==> src/rtl/wb_dbus_arbiter2.sv <==
// Two-master, one-slave classic Wishbone arbiter for the SoC data bus.
// Round-robin grant, one transfer per grant, watchdog answers a silent slave with err.
module wb_dbus_arbiter2 #(
  parameter int unsigned TIMEOUT = 16
) (
  input  logic        wb_clk_i,
  input  logic        wb_rst_i,

  input  logic [31:0] m0_adr_i,
  input  logic [31:0] m0_dat_i,
  input  logic [3:0]  m0_sel_i,
  input  logic        m0_we_i,
  input  logic        m0_cyc_i,
  input  logic        m0_stb_i,
  output logic [31:0] m0_dat_o,
  output logic        m0_ack_o,
  output logic        m0_err_o,

  input  logic [31:0] m1_adr_i,
  input  logic [31:0] m1_dat_i,
  input  logic [3:0]  m1_sel_i,
  input  logic        m1_we_i,
  input  logic        m1_cyc_i,
  input  logic        m1_stb_i,
  output logic [31:0] m1_dat_o,
  output logic        m1_ack_o,
  output logic        m1_err_o,

  output logic [31:0] s_adr_o,
  output logic [31:0] s_dat_o,
  output logic [3:0]  s_sel_o,
  output logic        s_we_o,
  output logic        s_cyc_o,
  output logic        s_stb_o,
  input  logic [31:0] s_dat_i,
  input  logic        s_ack_i,

  output logic [1:0]  owner_o
);

  typedef enum logic [1:0] {StIdle, StOwn0, StOwn1} state_e;

  localparam logic [7:0] CntLast = 8'(TIMEOUT - 1);

  state_e     state_q, state_d;
  logic       last_q, last_d;
  logic [7:0] cnt_q, cnt_d;

  logic        req0, req1;
  logic [31:0] own_adr, own_dat;
  logic [3:0]  own_sel;
  logic        own_we, own_cyc, own_stb;
  logic        timeout;

  assign req0 = m0_cyc_i & m0_stb_i;
  assign req1 = m1_cyc_i & m1_stb_i;

  // Owner's bus; all zeros while idle.
  always_comb begin
    own_adr = '0;
    own_dat = '0;
    own_sel = '0;
    own_we  = 1'b0;
    own_cyc = 1'b0;
    own_stb = 1'b0;
    unique case (state_q)
      StOwn0: begin
        own_adr = m0_adr_i;
        own_dat = m0_dat_i;
        own_sel = m0_sel_i;
        own_we  = m0_we_i;
        own_cyc = m0_cyc_i;
        own_stb = m0_stb_i;
      end
      StOwn1: begin
        own_adr = m1_adr_i;
        own_dat = m1_dat_i;
        own_sel = m1_sel_i;
        own_we  = m1_we_i;
        own_cyc = m1_cyc_i;
        own_stb = m1_stb_i;
      end
      default: ;
    endcase
  end

  // Ack beats timeout, and an owner that already dropped cyc gets no err.
  assign timeout = own_cyc & ~s_ack_i & (cnt_q == CntLast);

  assign s_adr_o = own_adr;
  assign s_dat_o = own_dat;
  assign s_sel_o = own_sel;
  assign s_we_o  = own_we;
  assign s_cyc_o = own_cyc & ~timeout;
  assign s_stb_o = own_stb & ~timeout;

  assign m0_dat_o = s_dat_i;
  assign m1_dat_o = s_dat_i;
  assign m0_ack_o = (state_q == StOwn0) & s_ack_i;
  assign m1_ack_o = (state_q == StOwn1) & s_ack_i;
  assign m0_err_o = (state_q == StOwn0) & timeout;
  assign m1_err_o = (state_q == StOwn1) & timeout;

  assign owner_o = {state_q == StOwn1, state_q == StOwn0};

  always_comb begin
    state_d = state_q;
    last_d  = last_q;
    cnt_d   = cnt_q;
    unique case (state_q)
      StIdle: begin
        // On a tie, last_q set means m1 was served last, so m0 goes next.
        if (req0 && (!req1 || last_q)) begin
          state_d = StOwn0;
          last_d  = 1'b0;
          cnt_d   = '0;
        end else if (req1) begin
          state_d = StOwn1;
          last_d  = 1'b1;
          cnt_d   = '0;
        end
      end
      StOwn0, StOwn1: begin
        if (s_ack_i || !own_cyc || timeout) begin
          state_d = StIdle;
        end else if (own_stb && (cnt_q != 8'hff)) begin
          cnt_d = cnt_q + 8'd1;
        end
      end
      default: state_d = StIdle;
    endcase
  end

  always_ff @(posedge wb_clk_i or negedge wb_rst_i) begin
    if (!wb_rst_i) begin
      state_q <= StIdle;
      last_q  <= 1'b1;
      cnt_q   <= '0;
    end else begin
      state_q <= state_d;
      last_q  <= last_d;
      cnt_q   <= cnt_d;
    end
  end

endmodule
==> config.mk <==
export PLATFORM = sky130hd
export DESIGN_NAME = wb_dbus_arbiter2
export DESIGN_NICKNAME = d
export VERILOG_FILES = /design/src/rtl/wb_dbus_arbiter2.sv
export SDC_FILE = /design/constraint.sdc
export NUM_CORES = 1
export LEC_CHECK = 0
export CAP_MARGIN = 20
export CORE_AREA = 2 2 125 127
export CTS_CLUSTER_SIZE = 10
export DETAILED_ROUTE_END_ITERATION = 8
export DIE_AREA = 0 0 127 129
export GPL_TIMING_DRIVEN = 0
export PLACE_DENSITY_LB_ADDON = 0.3
export SYNTH_ARGS = -nofsm -noshare
export SYNTH_HDL_FRONTEND = slang
export SYNTH_SLANG_ARGS = --single-unit
==> constraint.sdc <==
create_clock -name wb_clk_i -period 2.5 [get_ports wb_clk_i]
set_input_delay 0.375 -clock wb_clk_i [delete_from_list [all_inputs] [get_ports wb_clk_i]]
set_output_delay 0.375 -clock wb_clk_i [all_outputs]
set_load 0.02 [all_outputs]
==> impl_metrics.ini, run 1 <==
[timing]
report.final.slew_viol_count = 0
period_share = 0.972
finClkSkew_ns = 0.00274
final-setup-viol-count = 0
fmax_mhz = 411
hold_viol_final = 0
setup_slack_of_the_critical_path_after_layout_ns = 0.0688
timing.hold.ws_ns = 0.491
worst_slew_pin_slew_ns = 0.637
slew_headroom = 0.574
period_minus_slack_ns = 2.43

[route]
vias_per_cell = 4.37
firstDrtPassIters = 5
drtIter0Drc = 168
wire_per_inst_um = 17.6
top_layer = met4
met1_length_um = 5840
dr_wl_met2_um = 7320
routed-wl-met3_um = 909
ant_nets = 0
drt_drc_violations_left = 0
vias_after_detailed_routing = 3523
detail_route.wirelength_um = 14200

[pwr]
ir_worst_vdd_uv = 253
power_density_mw_per_mm2 = 705
power_leakage_nw = 2.44

[cells_and_area]
area_growth_pct = 134
final_cell_area_mm2 = 0.00560
antenna-diode-count = 0
layout.nets = 801
non_filler_instances = 806
post-route-util = 0.374
post_route_cells_drive_above_1_share = 0.186

[clock_tree]
cts-root-buf = clkbuf_16
cts.clk_slew.worst_paths_ns = 0.04
clock-sinks = 11
holdBufCountCts = 0
numCtsBuffers = 3
tritoncts = built
clock_insertion_delay_worst_skew_ns = 0.24
clock_path_buffers = 2
cts_htree_levels = 1

[global_route]
grt_overflow = 0
grt_pass1_wl_um = 19300
maximum_number_of_pins_on_one_net_before_global_route_repair = 20
globalRouteTotalUtil = 0.150
antenna_found_initial = 0
first_global_vias = 3562

[critical_path]
setup.worst_path.start = state_q[1]
reg2reg_depth = 8
crit_chain = inv_2, ha_1, buf_6, a22oi_2, or2_4, o21ai_2, nor2_1, dlygate4sd2_1
endpoint_kind = primary output
worst_path_max_delay_cell = dfrtp_2
worstPathArrival_ns = 2.06
timing.critical_path.from_type = register
worstPathBufferInverterCount = 3
worst-endpoint-required_ns = 2.12
reg2reg_setup_slack_ns = 0.08
worstPathMaxFanout = 10
worst_path_dominant_cell_family = buffers and inverters
rr_endpoint = cnt_q[5]
cp_num_cells = 8
setup.worst_path.class = reg -> out
critical_path.max_stage_delay_ns = 0.44
critPathCapture = s_cyc_o
critical_path.reg2reg.startpoint = state_q[0]

[placement]
preCtsSetupSlack_ns = -0.769
hpwlAfterDp_um = 12100
port_buffers = 285
place_inst = 799
routabilityCongestion = 0.873
placed_area_mm2 = 0.00548

[synth]
proportion_of_synthesized_flip_flops_having_asynchronous_set_or_reset = 1.00
part_of_the_yosys_area_used_for_sequential_elements = 0.116
postSynthCellCount = 326
post-synth-top-area-fraction = 0.216
netlist.top_cell.by_area = a22oi_1
synth_enable_flop_cells = 0
yosysUniqueCellTypes = 41
synth-warning-count = 0
synthesis.area_mm2 = 0.00239
synth_seq_cells = 11
ys.flop_type = dfrtp_1
synthesis.nets = 508
post_synth_main_area_contributors = a22oi_1 (22%), buf_4 (21%), nor2b_1 (18%)
synth.avg_cell_area_um2 = 7.34

[floorplan]
rows = 45
die_span_in_y_um = 129
initial_utilization = 0.160
die_width_um = 127
core-area_mm2 = 0.0150
die_area_mm2 = 0.0164
design.portCount = 318

[min_path]
hold_path_class = in -> async

[run_status]
status = finished clean

[flow_run]
drv.max_cap_violation_count = 0
==> placed cells by master (no fill, tap or decap), types with 3 or more instances in the layout <==
cell type          n
clkbuf_2          15
nor2_1             3
a22oi_1           67
nand2_1           15
nor2b_1           70
ha_1               3
buf_2              3
a21oi_1            4
clkdlybuf4s50_1  210
nand4_1            4
dfrtp_1            9
dlygate4sd2_1     68
clkbuf_4           6
clkbuf_16          3
a22oi_2            4
o211ai_1           6
nand3_1            6
and2_1             6
nor3b_1            3
buf_4             67
==> logic make-up after synthesis <==
logic type,after synthesis,synth area share
AOI/OAI and AO/OA,98,0.314
adders and majority gates,5,0.0261
buffers and inverters,92,0.248
DFF,11,0.116
and+or+nand+nor,120,0.297
==> state kept, by name, summed over array words and instances (netlist names) <==
signal,cells
cnt_q,8
state_q,2
last_q,1
==> cells in the mapped netlist, types with 2 or more instances <==
cell / count
nand2_1: 15
o211ai_1: 6
a22oi_1: 69
nor3b_1: 3
clkbuf_1: 24
nand2b_1: 2
buf_4: 66
dfrtp_1: 10
and3_1: 2
o21ai_0: 3
ha_1: 5
nor2b_1: 70
nand3_1: 6
a221o_1: 2
a22oi_2: 2
nor2_1: 4
a21oi_1: 4
nand4_1: 4
inv_1: 2
and2_1: 6
==> metal layers <==
| layer | global-route usage | vias to the layer above |
|---|---|---|
| met2 | 0.272 | 180 |
| met1 | 0.193 | 1633 |
| met3 | 0.0233 | 9 |
| met4 | 0.0226 | 0 |
| li1 | - | 1701 |
| met5 | 0 | - |
==> where the power goes <==
group / internal, W / switching [W] / leakage, nW / total [W]
clock: 0.000214 / 0.0000770 / 0.0382 / 0.000291
combinational: 0.00155 / 0.00186 / 2.25 / 0.00341
sequential: 0.000215 / 0.0000386 / 0.146 / 0.000254
total: 0.00198 / 0.00197 / 2.44 / 0.00395
==> layout make-up <==
| cell class | instances | area (um2) |
|---|---|---|
| multi-input combinational | 223 | 1570 |
| buffer | 89 | 647 |
| fill | 1575 | 9370 |
| inverter | 2 | 7.51 |
| tap | 188 | 235 |
| timing repair buffer | 289 | 2790 |
| sequential | 11 | 278 |
| clock buffer | 4 | 78.8 |
==> stage by stage <==
| stage | setup TNS (ns) | total power (W) |
|---|---|---|
| detailed placement | -31.53 | 0.00367 |
| global placement | -30.08 | 0.00363 |
| floorplan | 0 | 0.00216 |
| global route | -0.0129 | 0.00422 |
| finish | 0 | 0.00395 |
| CTS | -0.00367 | 0.00388 |
==> worst min-delay path by stage <==
stage	startpoint	to
final	wb_rst_i	cnt_q[5]
after global routing	wb_rst_i	cnt_q[6]
after CTS	wb_rst_i	cnt_q[5]
after global placement	last_q	last_q
after detailed placement	last_q	last_q
after floorplan	wb_rst_i	cnt_q[0]
==> what timing repair did <==
item | CTS | global route
setup endpoints to repair | 75 | 46
cloned | 0 | 1
pin swaps | 1 | 0
setup buffers | 1 | 2
resized for setup | 112 | 23
No activity file was read; power rests on OpenSTA's default activity.
==> run 2, diff against run 1 <==
--- a/config.mk
+++ b/config.mk
@@ -12,6 +12,7 @@
 export DIE_AREA = 0 0 127 129
 export GPL_TIMING_DRIVEN = 0
 export PLACE_DENSITY_LB_ADDON = 0.3
+export SKIP_CTS_REPAIR_TIMING = 1
 export SYNTH_ARGS = -nofsm -noshare
 export SYNTH_HDL_FRONTEND = slang
 export SYNTH_SLANG_ARGS = --single-unit
==> impl_metrics.ini, run 2 (synthesis results as in run 1) <==
[cells_and_area]
final.fill_count = 1546
final_cell_area_mm2 = 0.00575
max_flop_register = cnt_q
largestRegisters = cnt_q: 8 flops, state_q: 2 flops, last_q: 1 flops
area_growth_pct = 140
post_route_cells_drive_above_1_share = 0.189
layout.cells.most_common_list = clkdlybuf4s50_1 (210), nor2b_1 (70), buf_4 (68)
final_common_cell = clkdlybuf4s50_1
non_filler_instances = 806
antenna-diode-count = 0
largest_reg_flops = 8
layout.nets = 801

[placement]
routabilityCongestion = 0.873
placed_area_mm2 = 0.00548
place_inst = 799
preCtsSetupSlack_ns = -0.769
port_buffers = 285
hpwlAfterDp_um = 12100

[critical_path]
worstPathArrival_ns = 2.02
endpoint_kind = primary output
worstPathMaxFanout = 10
worst-endpoint-required_ns = 2.12
setup.worst_path.start = state_q[0]
cpMostUsedCell = clkbuf_2
setup.worst_path.class = reg -> out
timing.critical_path.from_type = register
worst_path_dominant_cell_family = buffers and inverters
worst_path_max_delay_cell = ha_1
critical_path.reg2reg.startpoint = state_q[0]
crit_chain = inv_1, ha_1, buf_6, buf_4, clkbuf_2, nor2b_1, clkbuf_2
worstPathBufferInverterCount = 5
critical_path.max_stage_delay_ns = 0.38

[global_route]
grt_overflow = 0
grt_pass1_wl_um = 19200
first_global_vias = 3547
maximum_number_of_pins_on_one_net_before_global_route_repair = 12
antenna_found_initial = 0
globalRouteTotalUtil = 0.149

[timing]
report.final.slew_viol_count = 0
setup_slack_of_the_critical_path_after_layout_ns = 0.106
hold_viol_final = 0
final-setup-viol-count = 0
finClkSkew_ns = 0.00293
period_minus_slack_ns = 2.39
worst_slew_pin_slew_ns = 0.615
slew_headroom = 0.589
period_share = 0.958
fmax_mhz = 418
rsz0062_at_grt = yes

[pwr]
portion_of_total_power_attributed_to_combinational_logic = 0.863
power_leakage_nw = 3.20
ir_worst_vdd_uv = 256
report.power.total_w = 0.00399
seqPwrFrac = 0.062
switching_power_as_a_share_of_total_power = 0.487
power.net_switching_w = 0.00194
power_density_mw_per_mm2 = 695
p_int_w = 0.00205
clock_power_share = 0.075

[clock_tree]
tritoncts = built
cts_htree_levels = 1
clock_path_buffers = 2
numCtsBuffers = 3
clock_insertion_delay_worst_skew_ns = 0.24
clock-sinks = 11
cts.clk_slew.worst_paths_ns = 0.05
cts-root-buf = clkbuf_16

[run_status]
status = finished clean

[floorplan]
rows = 45
core-area_mm2 = 0.0150
die_span_in_y_um = 129
design.portCount = 318
die_area_mm2 = 0.0164
initial_utilization = 0.160
die_width_um = 127

[flow_run]
drv.max_cap_violation_count = 0

[route]
wire_per_inst_um = 17.5
ant_nets = 0
detail_route.wirelength_um = 14100
vias_after_detailed_routing = 3542
drt_drc_violations_left = 0
firstDrtPassIters = 4
drtIter0Drc = 156
vias_per_cell = 4.39

[min_path]
hold_path_class = in -> async
## run 2: layer usage
| metal | up-vias | part of all wire | global-route usage |
|---|---|---|---|
| li1 | 1700 | - | - |
| met1 | 1636 | 0.40 | 0.194 |
| met2 | 200 | 0.52 | 0.269 |
| met3 | 6 | 0.075 | 0.0220 |
| met4 | 0 | 0.0050 | 0.0200 |
| met5 | - | 0 | 0 |
## run 2: area by class of cell
type	instances	area, um2	area share
timing repair buffer	288	2970	0.516
sequential	11	277	0.0481
clock buffer	4	78.8	0.0137
buffer	90	646	0.112
inverter	2	7.51	0.00131
multi-input combinational	223	1540	0.267
tap	188	235	0.0409
## run 2: metrics by stage
step	utilization	hold slack, ns	setup TNS (ns)
6_report	0.384	0.504	0
5_1_grt	0.384	0.537	-0.158
4_1_cts	0.371	0.515	-50.92
3_5_place_dp	0.366	0.530	-31.53
3_3_place_gp	0.366	0.492	-30.08
2_1_floorplan	-	0.0794	0
## run 2: power by group through the flow
stage | registers, W | logic (W) | clock network [W]
after floorplan | 0.000239 | 0.00192 | 0
after global placement | 0.000245 | 0.00339 | 0
after detailed placement | 0.000248 | 0.00342 | 0
after CTS | 0.000246 | 0.00343 | 0.000298
after global routing | 0.000251 | 0.00370 | 0.000306
final | 0.000247 | 0.00345 | 0.000300
## run 2: worst paths after layout
check	end	slack (ns)	cells after the start
max	s_adr_o[29]	0.11	7
min	cnt_q[5]	0.50	1
max reg2reg	cnt_q[5]	0.11	8
min reg2reg	last_q	0.53	2
max in group asynchronous	last_q	1.62	1
min in group wb_clk_i	last_q	0.53	2
